$ cat src/rtl/weight_stream_scheduler_if.sv
// ROM-side and downstream-stream signals of the weight stream scheduler.
// The master side is the scheduler; the slave side is the ROM plus the consumer.
interface weight_stream_scheduler_if #(
  parameter int DATA_WIDTH = 128,
  parameter int ADDR_WIDTH = 13
);
  logic [ADDR_WIDTH-1:0] rom_addr;
  logic                  rom_ce;
  logic [DATA_WIDTH-1:0] rom_q;
  logic [DATA_WIDTH-1:0] data_out;
  logic                  data_out_valid;
  logic                  data_out_ready;
  logic                  data_out_last;

  modport master (
    output rom_addr, rom_ce, data_out, data_out_valid, data_out_last,
    input  rom_q, data_out_ready
  );

  modport slave (
    input  rom_addr, rom_ce, data_out, data_out_valid, data_out_last,
    output rom_q, data_out_ready
  );
endinterface

$ cat src/rtl/weight_stream_scheduler.sv
// Issues addresses to a fixed-latency parameter ROM, tracks in-flight reads with a tag pipe
// and buffers returned words in a small FIFO feeding a valid/ready stream.
//   state | meaning
//   IDLE  | waiting for start; done pulses here for one cycle after a run
//   RUN   | issuing addresses under the credit rule
//   DRAIN | all addresses issued; waiting for in-flight reads and FIFO to empty
module weight_stream_scheduler #(
  parameter int DATA_WIDTH   = 128,
  parameter int OUT_DEPTH    = 2304,
  parameter int ADDR_WIDTH   = $clog2(OUT_DEPTH) + 1,
  parameter int READ_LATENCY = 2,
  parameter int FIFO_DEPTH   = 4,
  parameter int PASS_WIDTH   = 16
) (
  input  logic                  clk,
  input  logic                  rst,
  input  logic                  start,
  input  logic [PASS_WIDTH-1:0] num_passes,
  output logic                  busy,
  output logic                  done,
  weight_stream_scheduler_if.master bus
);

  localparam int CW = $clog2(FIFO_DEPTH + READ_LATENCY + 1);
  localparam int PW = (FIFO_DEPTH > 1) ? $clog2(FIFO_DEPTH) : 1;
  localparam logic [ADDR_WIDTH-1:0] LAST_ADDR = ADDR_WIDTH'(OUT_DEPTH - 1);
  localparam logic [PW-1:0]         LAST_PTR  = PW'(FIFO_DEPTH - 1);

  typedef enum logic [1:0] {IDLE, RUN, DRAIN} state_t;

  state_t                  state;
  logic [ADDR_WIDTH-1:0]   addr_cnt;
  logic [PASS_WIDTH-1:0]   pass_cnt;
  logic [PASS_WIDTH-1:0]   passes;
  logic                    rom_ce_q;
  logic [READ_LATENCY-1:0] tag_vld;
  logic [READ_LATENCY-1:0] tag_last;
  logic [DATA_WIDTH-1:0]   fifo_data [FIFO_DEPTH];
  logic [FIFO_DEPTH-1:0]   fifo_last;
  logic [PW-1:0]           rd_ptr;
  logic [PW-1:0]           wr_ptr;
  logic [CW-1:0]           fifo_count;
  logic [CW-1:0]           inflight;
  logic                    issue;
  logic                    push;
  logic                    pop;
  logic                    drain_done;

  always_comb begin
    inflight = '0;
    for (int i = 0; i < READ_LATENCY; i++) inflight = inflight + CW'(tag_vld[i]);
  end

  // Conservative credit: a pop in the same cycle does not free a slot yet.
  assign issue      = (state == RUN) && ((fifo_count + inflight) < CW'(FIFO_DEPTH));
  assign push       = tag_vld[READ_LATENCY-1];
  assign pop        = (fifo_count != '0) && bus.data_out_ready;
  assign drain_done = (inflight == '0) &&
                      ((fifo_count == '0) || ((fifo_count == CW'(1)) && pop));

  assign busy               = (state != IDLE);
  assign bus.rom_addr       = addr_cnt;
  assign bus.rom_ce         = rom_ce_q;
  assign bus.data_out       = fifo_data[rd_ptr];
  assign bus.data_out_valid = (fifo_count != '0);
  assign bus.data_out_last  = (fifo_count != '0) && fifo_last[rd_ptr];

  always_ff @(posedge clk or negedge rst) begin
    if (!rst) begin
      state    <= IDLE;
      done     <= 1'b0;
      rom_ce_q <= 1'b0;
      addr_cnt <= '0;
      pass_cnt <= '0;
      passes   <= '0;
    end else begin
      rom_ce_q <= 1'b1;
      done     <= 1'b0;
      case (state)
        IDLE: begin
          if (start) begin
            if (num_passes == '0) begin
              done <= 1'b1;
            end else begin
              state    <= RUN;
              passes   <= num_passes;
              addr_cnt <= '0;
              pass_cnt <= '0;
            end
          end
        end
        RUN: begin
          if (issue) begin
            if (addr_cnt == LAST_ADDR) begin
              addr_cnt <= '0;
              pass_cnt <= pass_cnt + PASS_WIDTH'(1);
              if (pass_cnt == passes - PASS_WIDTH'(1)) state <= DRAIN;
            end else begin
              addr_cnt <= addr_cnt + ADDR_WIDTH'(1);
            end
          end
        end
        DRAIN: begin
          if (drain_done) begin
            state <= IDLE;
            done  <= 1'b1;
          end
        end
        default: state <= IDLE;
      endcase
    end
  end

  // The ROM pipe is free-running, so the tag leaving the pipe marks the live rom_q word.
  always_ff @(posedge clk or negedge rst) begin
    if (!rst) begin
      tag_vld    <= '0;
      tag_last   <= '0;
      fifo_last  <= '0;
      rd_ptr     <= '0;
      wr_ptr     <= '0;
      fifo_count <= '0;
      for (int i = 0; i < FIFO_DEPTH; i++) fifo_data[i] <= '0;
    end else begin
      for (int i = READ_LATENCY - 1; i > 0; i--) begin
        tag_vld[i]  <= tag_vld[i-1];
        tag_last[i] <= tag_last[i-1];
      end
      tag_vld[0]  <= issue;
      tag_last[0] <= issue && (addr_cnt == LAST_ADDR);

      if (push) begin
        fifo_data[wr_ptr] <= bus.rom_q;
        fifo_last[wr_ptr] <= tag_last[READ_LATENCY-1];
        wr_ptr            <= (wr_ptr == LAST_PTR) ? '0 : wr_ptr + PW'(1);
      end
      if (pop) rd_ptr <= (rd_ptr == LAST_PTR) ? '0 : rd_ptr + PW'(1);

      case ({push, pop})
        2'b10:   fifo_count <= fifo_count + CW'(1);
        2'b01:   fifo_count <= fifo_count - CW'(1);
        default: fifo_count <= fifo_count;
      endcase
    end
  end

endmodule
$ cat src/flat_wrapper.sv
// flat-port wrapper written by rule: the top's interface ports become plain ports
module weight_stream_scheduler_flat 
#(
  parameter int DATA_WIDTH   = 128,
  parameter int OUT_DEPTH    = 2304,
  parameter int ADDR_WIDTH   = $clog2(OUT_DEPTH) + 1,
  parameter int READ_LATENCY = 2,
  parameter int FIFO_DEPTH   = 4,
  parameter int PASS_WIDTH   = 16
)
  (clk, rst, start, num_passes, busy, done, bus_rom_addr, bus_rom_ce, bus_data_out, bus_data_out_valid, bus_data_out_last, bus_rom_q, bus_data_out_ready);
  weight_stream_scheduler_if #(.DATA_WIDTH(DATA_WIDTH), .ADDR_WIDTH(ADDR_WIDTH)) bus_i ();
  input  logic clk;
  input  logic rst;
  input  logic start;
  input  logic [PASS_WIDTH-1:0] num_passes;
  output logic busy;
  output logic done;
  output wire logic [$bits(bus_i.rom_addr)-1:0] bus_rom_addr;
  output wire logic [$bits(bus_i.rom_ce)-1:0] bus_rom_ce;
  output wire logic [$bits(bus_i.data_out)-1:0] bus_data_out;
  output wire logic [$bits(bus_i.data_out_valid)-1:0] bus_data_out_valid;
  output wire logic [$bits(bus_i.data_out_last)-1:0] bus_data_out_last;
  input wire logic [$bits(bus_i.rom_q)-1:0] bus_rom_q;
  input wire logic [$bits(bus_i.data_out_ready)-1:0] bus_data_out_ready;
  assign bus_rom_addr = bus_i.rom_addr;
  assign bus_rom_ce = bus_i.rom_ce;
  assign bus_data_out = bus_i.data_out;
  assign bus_data_out_valid = bus_i.data_out_valid;
  assign bus_data_out_last = bus_i.data_out_last;
  assign bus_i.rom_q = bus_rom_q;
  assign bus_i.data_out_ready = bus_data_out_ready;
  weight_stream_scheduler #(.DATA_WIDTH(DATA_WIDTH), .OUT_DEPTH(OUT_DEPTH), .ADDR_WIDTH(ADDR_WIDTH), .READ_LATENCY(READ_LATENCY), .FIFO_DEPTH(FIFO_DEPTH), .PASS_WIDTH(PASS_WIDTH)) u_core (.clk(clk), .rst(rst), .start(start), .num_passes(num_passes), .busy(busy), .done(done), .bus(bus_i));
endmodule
$ cat config.mk
export PLATFORM = sky130hd
export DESIGN_NAME = weight_stream_scheduler_flat
export DESIGN_NICKNAME = d
export VERILOG_FILES = /design/src/rtl/weight_stream_scheduler_if.sv /design/src/rtl/weight_stream_scheduler.sv /design/src/flat_wrapper.sv
export SDC_FILE = /design/constraint.sdc
export NUM_CORES = 1
export LEC_CHECK = 0
export ABC_CLOCK_PERIOD_IN_PS = 7500
export BUFFER_PORTS_ARGS = -buffer_cell sky130_fd_sc_hd__buf_2
export CAP_MARGIN = 20
export CORE_MARGIN = 2
export CORE_UTILIZATION = 30
export DETAILED_ROUTE_END_ITERATION = 12
export HOLD_SLACK_MARGIN = 0.12
export PLACE_DENSITY = 0.49
export SYNTH_ARGS = -nofsm -noshare
export SYNTH_HDL_FRONTEND = slang
export SYNTH_SLANG_ARGS = --single-unit
export TNS_END_PERCENT = 50
$ cat constraint.sdc
create_clock -name clk -period 7.5 [get_ports clk]
set_clock_uncertainty 0.2 [all_clocks]
set_input_delay 1.5 -clock clk [delete_from_list [all_inputs] [get_ports clk]]
set_output_delay 1.5 -clock clk [all_outputs]
set_load 0.005 [all_outputs]
==> out/results.tsv, run 1 <==
stage	metric	value	unit
worst_setup_path	Worst EP required	5.80	ns
detailed_routing	DR vias	15000	
die	Die Footprint	87500	µm²
detailed_routing	drt first-iter violations	461	
worst_setup_path	crit-path cells	buf_4 -> mux4_2 -> and2_1 -> buf_2	
worst_setup_path	CP endpoint kind	output port	
worst_setup_path	r2r setup slk	3.89	ns
logic_synthesis	EDFF count, synth	0	
power_and_ir_drop	Peak supply drop	0.209	mV
global_route	GRT Resource Usage Total	14.7	%
clock_network	Root Buffer	clkbuf_16	
outcome	status	complete, no violations	
logic_synthesis	post-synth top area share	56.5	%
placed_design	Cell Area, Placed	28300	µm²
die	Site Rows	106	
clock_network	CTS Buffer Depth	3	
logic_synthesis	most frequent cell after synthesis	dfrtp_1	
timing	Setup TNS	0	ns
worst_setup_path	crit path max fanout	30	
detailed_routing	vias per cell	4.82	
logic_synthesis	dominant synthesized flop cell	dfrtp_1	
power_and_ir_drop	Leakage	0.0131	µW
global_route	first-pass GRT wire length	99300	µm
worst_setup_path	CP Class	reg2out	
worst_setup_path	Critical Path AT	3.00	ns
die	Die Wd	296	µm
timing	Final Hold Violating Endpoints	0	
clock_network	H-tree levels	3	
global_route	met2 usage	25.2	%
detailed_routing	DRT Pass-1 Iters	6	
logic_synthesis	Post-synth top cells	576 x dfrtp_1, 518 x mux2_2, 129 x mux4_2, 78 x clkbuf_1, 71 x nand2_1	
logic_synthesis	Seq/Total Area, Yosys	56.5	%
global_route	met3 Resource Use GR	3.52	%
global_route	grt peak-use layer	met2	
worst_setup_path	CP peak stage delay	0.84	ns
clock_network	CTS sink count	576	
min_path	Hold WC Path Type	reg2reg	
die	I/O pins	294	
worst_setup_path	crit path max-delay cell type	dfrtp_4	
logic_synthesis	leading area contributor after synthesis	dfrtp_1	
clock_network	CTS buffer count	71	
worst_setup_path	Buf+Inv Stages, Crit Path	2	
logic_synthesis	cell count after synthesis	1648	
final_layout	Nets	2096	
timing	final worst-path cycle share	62.7	%
placed_design	HPWL Detailed	39600	µm
logic_synthesis	Netlist cell types	49	
final_layout	layout cells sized above 1	54.7	%
clock_network	clock-pin slew on the worst setup and hold paths	0.06	ns
clock_network	post-CTS sizing	0	
timing	fin crit period	4.70	ns
logic_synthesis	Cell Area, Synth	25500	µm²
timing	Pins Over Slew Limit	0	
detailed_routing	DRC Markers	0	
clock_network	setup bufs post-CTS	0	
final_layout	FILL cells	8007	
run	max_cap viols	0	
clock_network	hold buffers post-CTS	0	
timing	Worst slew margin	25.8	%
timing	worst slew pin tran	1.11	ns
die	Initial Util	30.4	%
global_route	largest net degree at the start of global routing	143	
global_route	GR Util met1	18.3	%
logic_synthesis	top post-synthesis cells by area	dfrtp_1 56%, mux2_2 23%, mux4_2 11%	
detailed_routing	Routed WL	63700	µm
worst_setup_path	CP Launch Type	flop	
detailed_routing	DRT antenna net count	0	
worst_setup_path	cell family with the largest share of critical-path delay	flip-flops	
global_route	GRT overflow	0	
final_layout	synthesis-to-layout area growth	20.0	%
clock_network	CTS tree	built	
power_and_ir_drop	pwr/cell area	476	nW/µm²
logic_synthesis	Syn Area/Cell	15.5	µm²
final_layout	Final Cell Area	30700	µm²
logic_synthesis	Synth Net Count	1812	
timing	Final Setup Violations	0	
logic_synthesis	synth warn	0	
logic_synthesis	#FFs+latches synth	576	
die	core area	84000	µm²
die	die height	296	µm
logic_synthesis	Post-synth ARST share	100	%
global_route	initial antenna violation count	13	
timing	f_max	213	MHz
detailed_routing	drt wl/cell	20.4	µm
placed_design	number of port buffers	293	
placed_design	Final Wtd Congestion	0.753	
global_route	vias in the first global route	16600	
clock_network	Worst-Skew Late Latency	0.60	ns
timing	RSZ-0062 raised after global routing	false	
layout make-up:
type	count	area (µm²)	area share, %
multi-input combinational	953	10700	35.0
tap	1134	1420	4.63
sequential	576	14400	47.1
timing repair buffer	312	1670	5.45
antenna	1	2.50	0.00816
clock inverter	26	343	1.12
clock buffer	98	2010	6.55
inverter	18	67.6	0.220
logic make-up after synthesis:
group,count (synthesis),synth area share (%)
AOI/OAI and AO/OA,50,1.26
buffers and inverters,119,1.79
other,1,0.0147
and+or+nand+nor,196,3.96
DFF,576,56.5
muxes,651,34.4
xor gates and xnor gates,39,1.34
adders and majority gates,16,0.784
path summary, 6_finish.rpt:
| check | start | to | cells after the start |
|---|---|---|---|
| max | u_core.rd_ptr[0] | bus_data_out_last | 4 |
| min in group asynchronous | rst | u_core.fifo_data[284] | 1 |
| min | u_core.tag_last[0] | u_core.tag_last[1] | 0 |
| max reg2reg | u_core.tag_vld[1] | u_core.pass_cnt[14] | 8 |
| min reg2reg | u_core.tag_last[0] | u_core.tag_last[1] | 0 |
| max in group asynchronous | rst | u_core.fifo_data[361] | 2 |
per-layer routing:
metal	part of all wire [%]	vias to the layer above	routed length [µm]
met3	4.7	107	3010
met2	50	248	32000
met4	2.6	22	1650
li1	-	6665	-
met5	0.21	-	135
met1	42	7977	26900
registers in the layout, summed over array words and instances, names as in the netlist, 3 cells and up:
signal               count
u_core.bus.rom_addr     13
u_core.fifo_count        3
u_core.fifo_data       512
u_core.fifo_last         4
u_core.pass_cnt         16
u_core.passes           16
through the flow:
stage          std cells  power (µW)  setup WS, ns  utilization (%)  hold WS, ns
3_5_place_dp        2992       11400          3.29             33.7        0.154
3_3_place_gp        2992       11200          3.31             33.7        0.149
5_1_grt             3118       15500          2.55             36.5        0.180
6_report            3118       14600          2.80             36.5        0.160
4_1_cts             3116       14900          2.63             36.5        0.165
2_1_floorplan       1648        9200          3.91                -        0.131
worst reg2reg max path, cell delays in order, from the launching register on:
cell	delay (ns)
dfrtp_1	0.79
inv_1	0.19
ha_1	0.31
a31oi_1	0.20
xnor2_1	0.25
mux2i_2	0.53
nand3_1	0.37
or4_1	0.55
a21oi_1	0.14
power by group:
group	leakage (µW)	internal [µW]	switching (µW)	total, µW
clock	0.00114	2060	1370	3430
combinational	0.00514	3320	2400	5730
sequential	0.00678	4620	802	5430
placed cells by master, fill, tap and decap left out, drive strengths merged, types with 17 or more instances in the layout:
cell	n
buf	312
nand3	21
inv	21
clkbuf	98
nor2	26
mux2	518
dfrtp	576
mux4	129
xnor2	17
nand2	71
xor2	22
(Power assumes the default switching activity.)
==> run 2, diff against run 1 <==
--- a/config.mk
+++ b/config.mk
@@ -5,7 +5,7 @@
 export SDC_FILE = /design/constraint.sdc
 export NUM_CORES = 1
 export LEC_CHECK = 0
-export ABC_CLOCK_PERIOD_IN_PS = 7500
+export ABC_CLOCK_PERIOD_IN_PS = 4900
 export BUFFER_PORTS_ARGS = -buffer_cell sky130_fd_sc_hd__buf_2
 export CAP_MARGIN = 20
 export CORE_MARGIN = 2
==> constraint.sdc (replaced) <==
create_clock -name clk -period 4.9 [get_ports clk]
set_clock_uncertainty 0.2 [all_clocks]
set_input_delay 0.98 -clock clk [delete_from_list [all_inputs] [get_ports clk]]
set_output_delay 0.98 -clock clk [all_outputs]
set_load 0.005 [all_outputs]
==> out/results.tsv, run 2 (same netlist as run 1, synthesis figures left out) <==
stage	metric	value	unit
outcome	status	complete, no violations	
final_layout	Largest register FFs	512	
clock_network	clock-pin slew on the worst setup and hold paths	0.06	ns
global_route	GRT Resource Usage Total	14.9	%
clock_network	Worst-Skew Late Latency	0.61	ns
clock_network	CTS sink count	576	
global_route	GRT overflow	0	
clock_network	Root Buffer	clkbuf_16	
global_route	vias in the first global route	16600	
clock_network	post-CTS sizing	0	
die	die height	296	µm
global_route	largest net degree at the start of global routing	113	
final_layout	Post-Route Utilization	36.8	%
die	Initial Util	30.4	%
detailed_routing	DR vias	15200	
clock_network	H-tree levels	3	
run	max_cap viols	0	
detailed_routing	drt wl/cell	20.6	µm
power_and_ir_drop	pwr/cell area	729	nW/µm²
worst_setup_path	CP Class	reg2out	
worst_setup_path	CP Launch Type	flop	
timing	Final Setup Violations	0	
timing	final worst-path cycle share	79.9	%
detailed_routing	DRT antenna net count	0	
final_layout	Nets	2109	
final_layout	synthesis-to-layout area growth	21.0	%
final_layout	largest reg by FF count	u_core.fifo_data	
min_path	Hold WC Path Type	reg2reg	
detailed_routing	DRT Pass-1 Iters	4	
final_layout	Largest regs	u_core.fifo_data: 512 flops, u_core.pass_cnt: 16 flops, u_core.passes: 16 flops	
placed_design	Final Wtd Congestion	0.759	
detailed_routing	DRC Markers	0	
power_and_ir_drop	Peak supply drop	0.334	mV
clock_network	hold buffers post-CTS	0	
die	core area	84000	µm²
timing	Worst slew margin	30.7	%
global_route	first-pass GRT wire length	100000	µm
timing	RSZ-0062 raised after global routing	false	
power_and_ir_drop	total power	22500	µW
final_layout	most common cell after layout, fill and taps aside	dfrtp_1	
timing	fin crit period	3.92	ns
final_layout	commonest cells after routing, fill and taps aside	574 x dfrtp_1, 518 x mux2_2, 292 x buf_2	
clock_network	CTS tree	built	
timing	Pins Over Slew Limit	0	
worst_setup_path	Worst EP required	3.72	ns
global_route	initial antenna violation count	20	
timing	final hold slack	0.152	ns
detailed_routing	Routed WL	64600	µm
detailed_routing	drt first-iter violations	497	
power_and_ir_drop	Leakage	0.0132	µW
placed_design	number of port buffers	293	
timing	Setup TNS	0	ns
placed_design	HPWL Detailed	40900	µm
detailed_routing	vias per cell	4.84	
worst_setup_path	Critical Path AT	2.74	ns
timing	f_max	255	MHz
clock_network	CTS Buffer Depth	3	
clock_network	CTS buffer count	70	
die	Die Wd	296	µm
worst_setup_path	CP endpoint kind	output port	
final_layout	layout cells sized above 1	55.1	%
timing	worst slew pin tran	1.04	ns
die	Site Rows	106	
timing	Final Hold Violating Endpoints	0	
clock_network	setup bufs post-CTS	0	
die	Die Footprint	87500	µm²
worst_setup_path	crit path max fanout	53	
die	I/O pins	294	
-- run 2: cell types whose count changed in the layout (fill, tap and decap cells not counted) --
cell	change
clkinv_4	-1
clkbuf_16	-1
inv_6	+1
clkinvlp_4	-3
diode_2	+7
buf_4	+6
clkbuf_1	-2
clkinv_8	-1
buf_12	+8
clkbuf_8	+6
clkinv_2	+1
-- run 2: per-layer routing --
layer | routed length (µm) | global-route usage (%)
met5 | 166 | 0
met4 | 1780 | 4.83
met3 | 3230 | 4.10
met2 | 31700 | 24.6
met1 | 27800 | 18.8
-- run 2: layout make-up --
cell class              instances  area [µm²]
flip-flops and latches        576       14400
repair buffers                326        1870
diodes                          8        20.0
well taps                    1134        1420
multi-input cells             953       10700
clock buffers                 101        2060
inverters                      18        67.6
fillers                      7978       53100
clock inverters                23         309
-- run 2: final timing paths --
| path | slack [ns] | cells past startpoint | to | startpoint |
|---|---|---|---|---|
| worst max-delay path | 0.98 | 3 | bus_data_out[89] | u_core.rd_ptr[1] |
| worst min-delay path | 0.15 | 0 | u_core.tag_last[1] | u_core.tag_last[0] |
| worst max register to register | 1.36 | 8 | u_core.pass_cnt[14] | u_core.tag_vld[1] |
| worst min register to register | 0.15 | 0 | u_core.tag_last[1] | u_core.tag_last[0] |
| max in group asynchronous | 3.10 | 2 | u_core.fifo_data[358] | rst |
| min in group asynchronous | 0.21 | 1 | u_core.fifo_data[28] | rst |
-- run 2: per-stage QoR --
| step | instance area (µm²) | setup slack, ns | std cells |
|---|---|---|---|
| detailed placement | 28500 | 1.31 | 3006 |
| finish | 30900 | 0.984 | 3139 |
| floorplan | 25500 | 1.83 | 1648 |
| global placement | 28500 | 1.37 | 3006 |
| CTS | 30900 | 0.849 | 3130 |
| global route | 30900 | 0.782 | 3137 |
-- run 2: worst max-delay path, cell delays in order, from the launching register on --
cell and delay, ns:
dfrtp_4 1.11, buf_4 0.47, mux4_2 0.36, buf_2 0.17
-- run 2: power by group --
group | total (µW) | internal, µW | switching, µW
combinational | 8830 | 5190 | 3630
sequential | 8410 | 7080 | 1330
clock | 5300 | 3200 | 2100
total | 22500 | 15500 | 7060
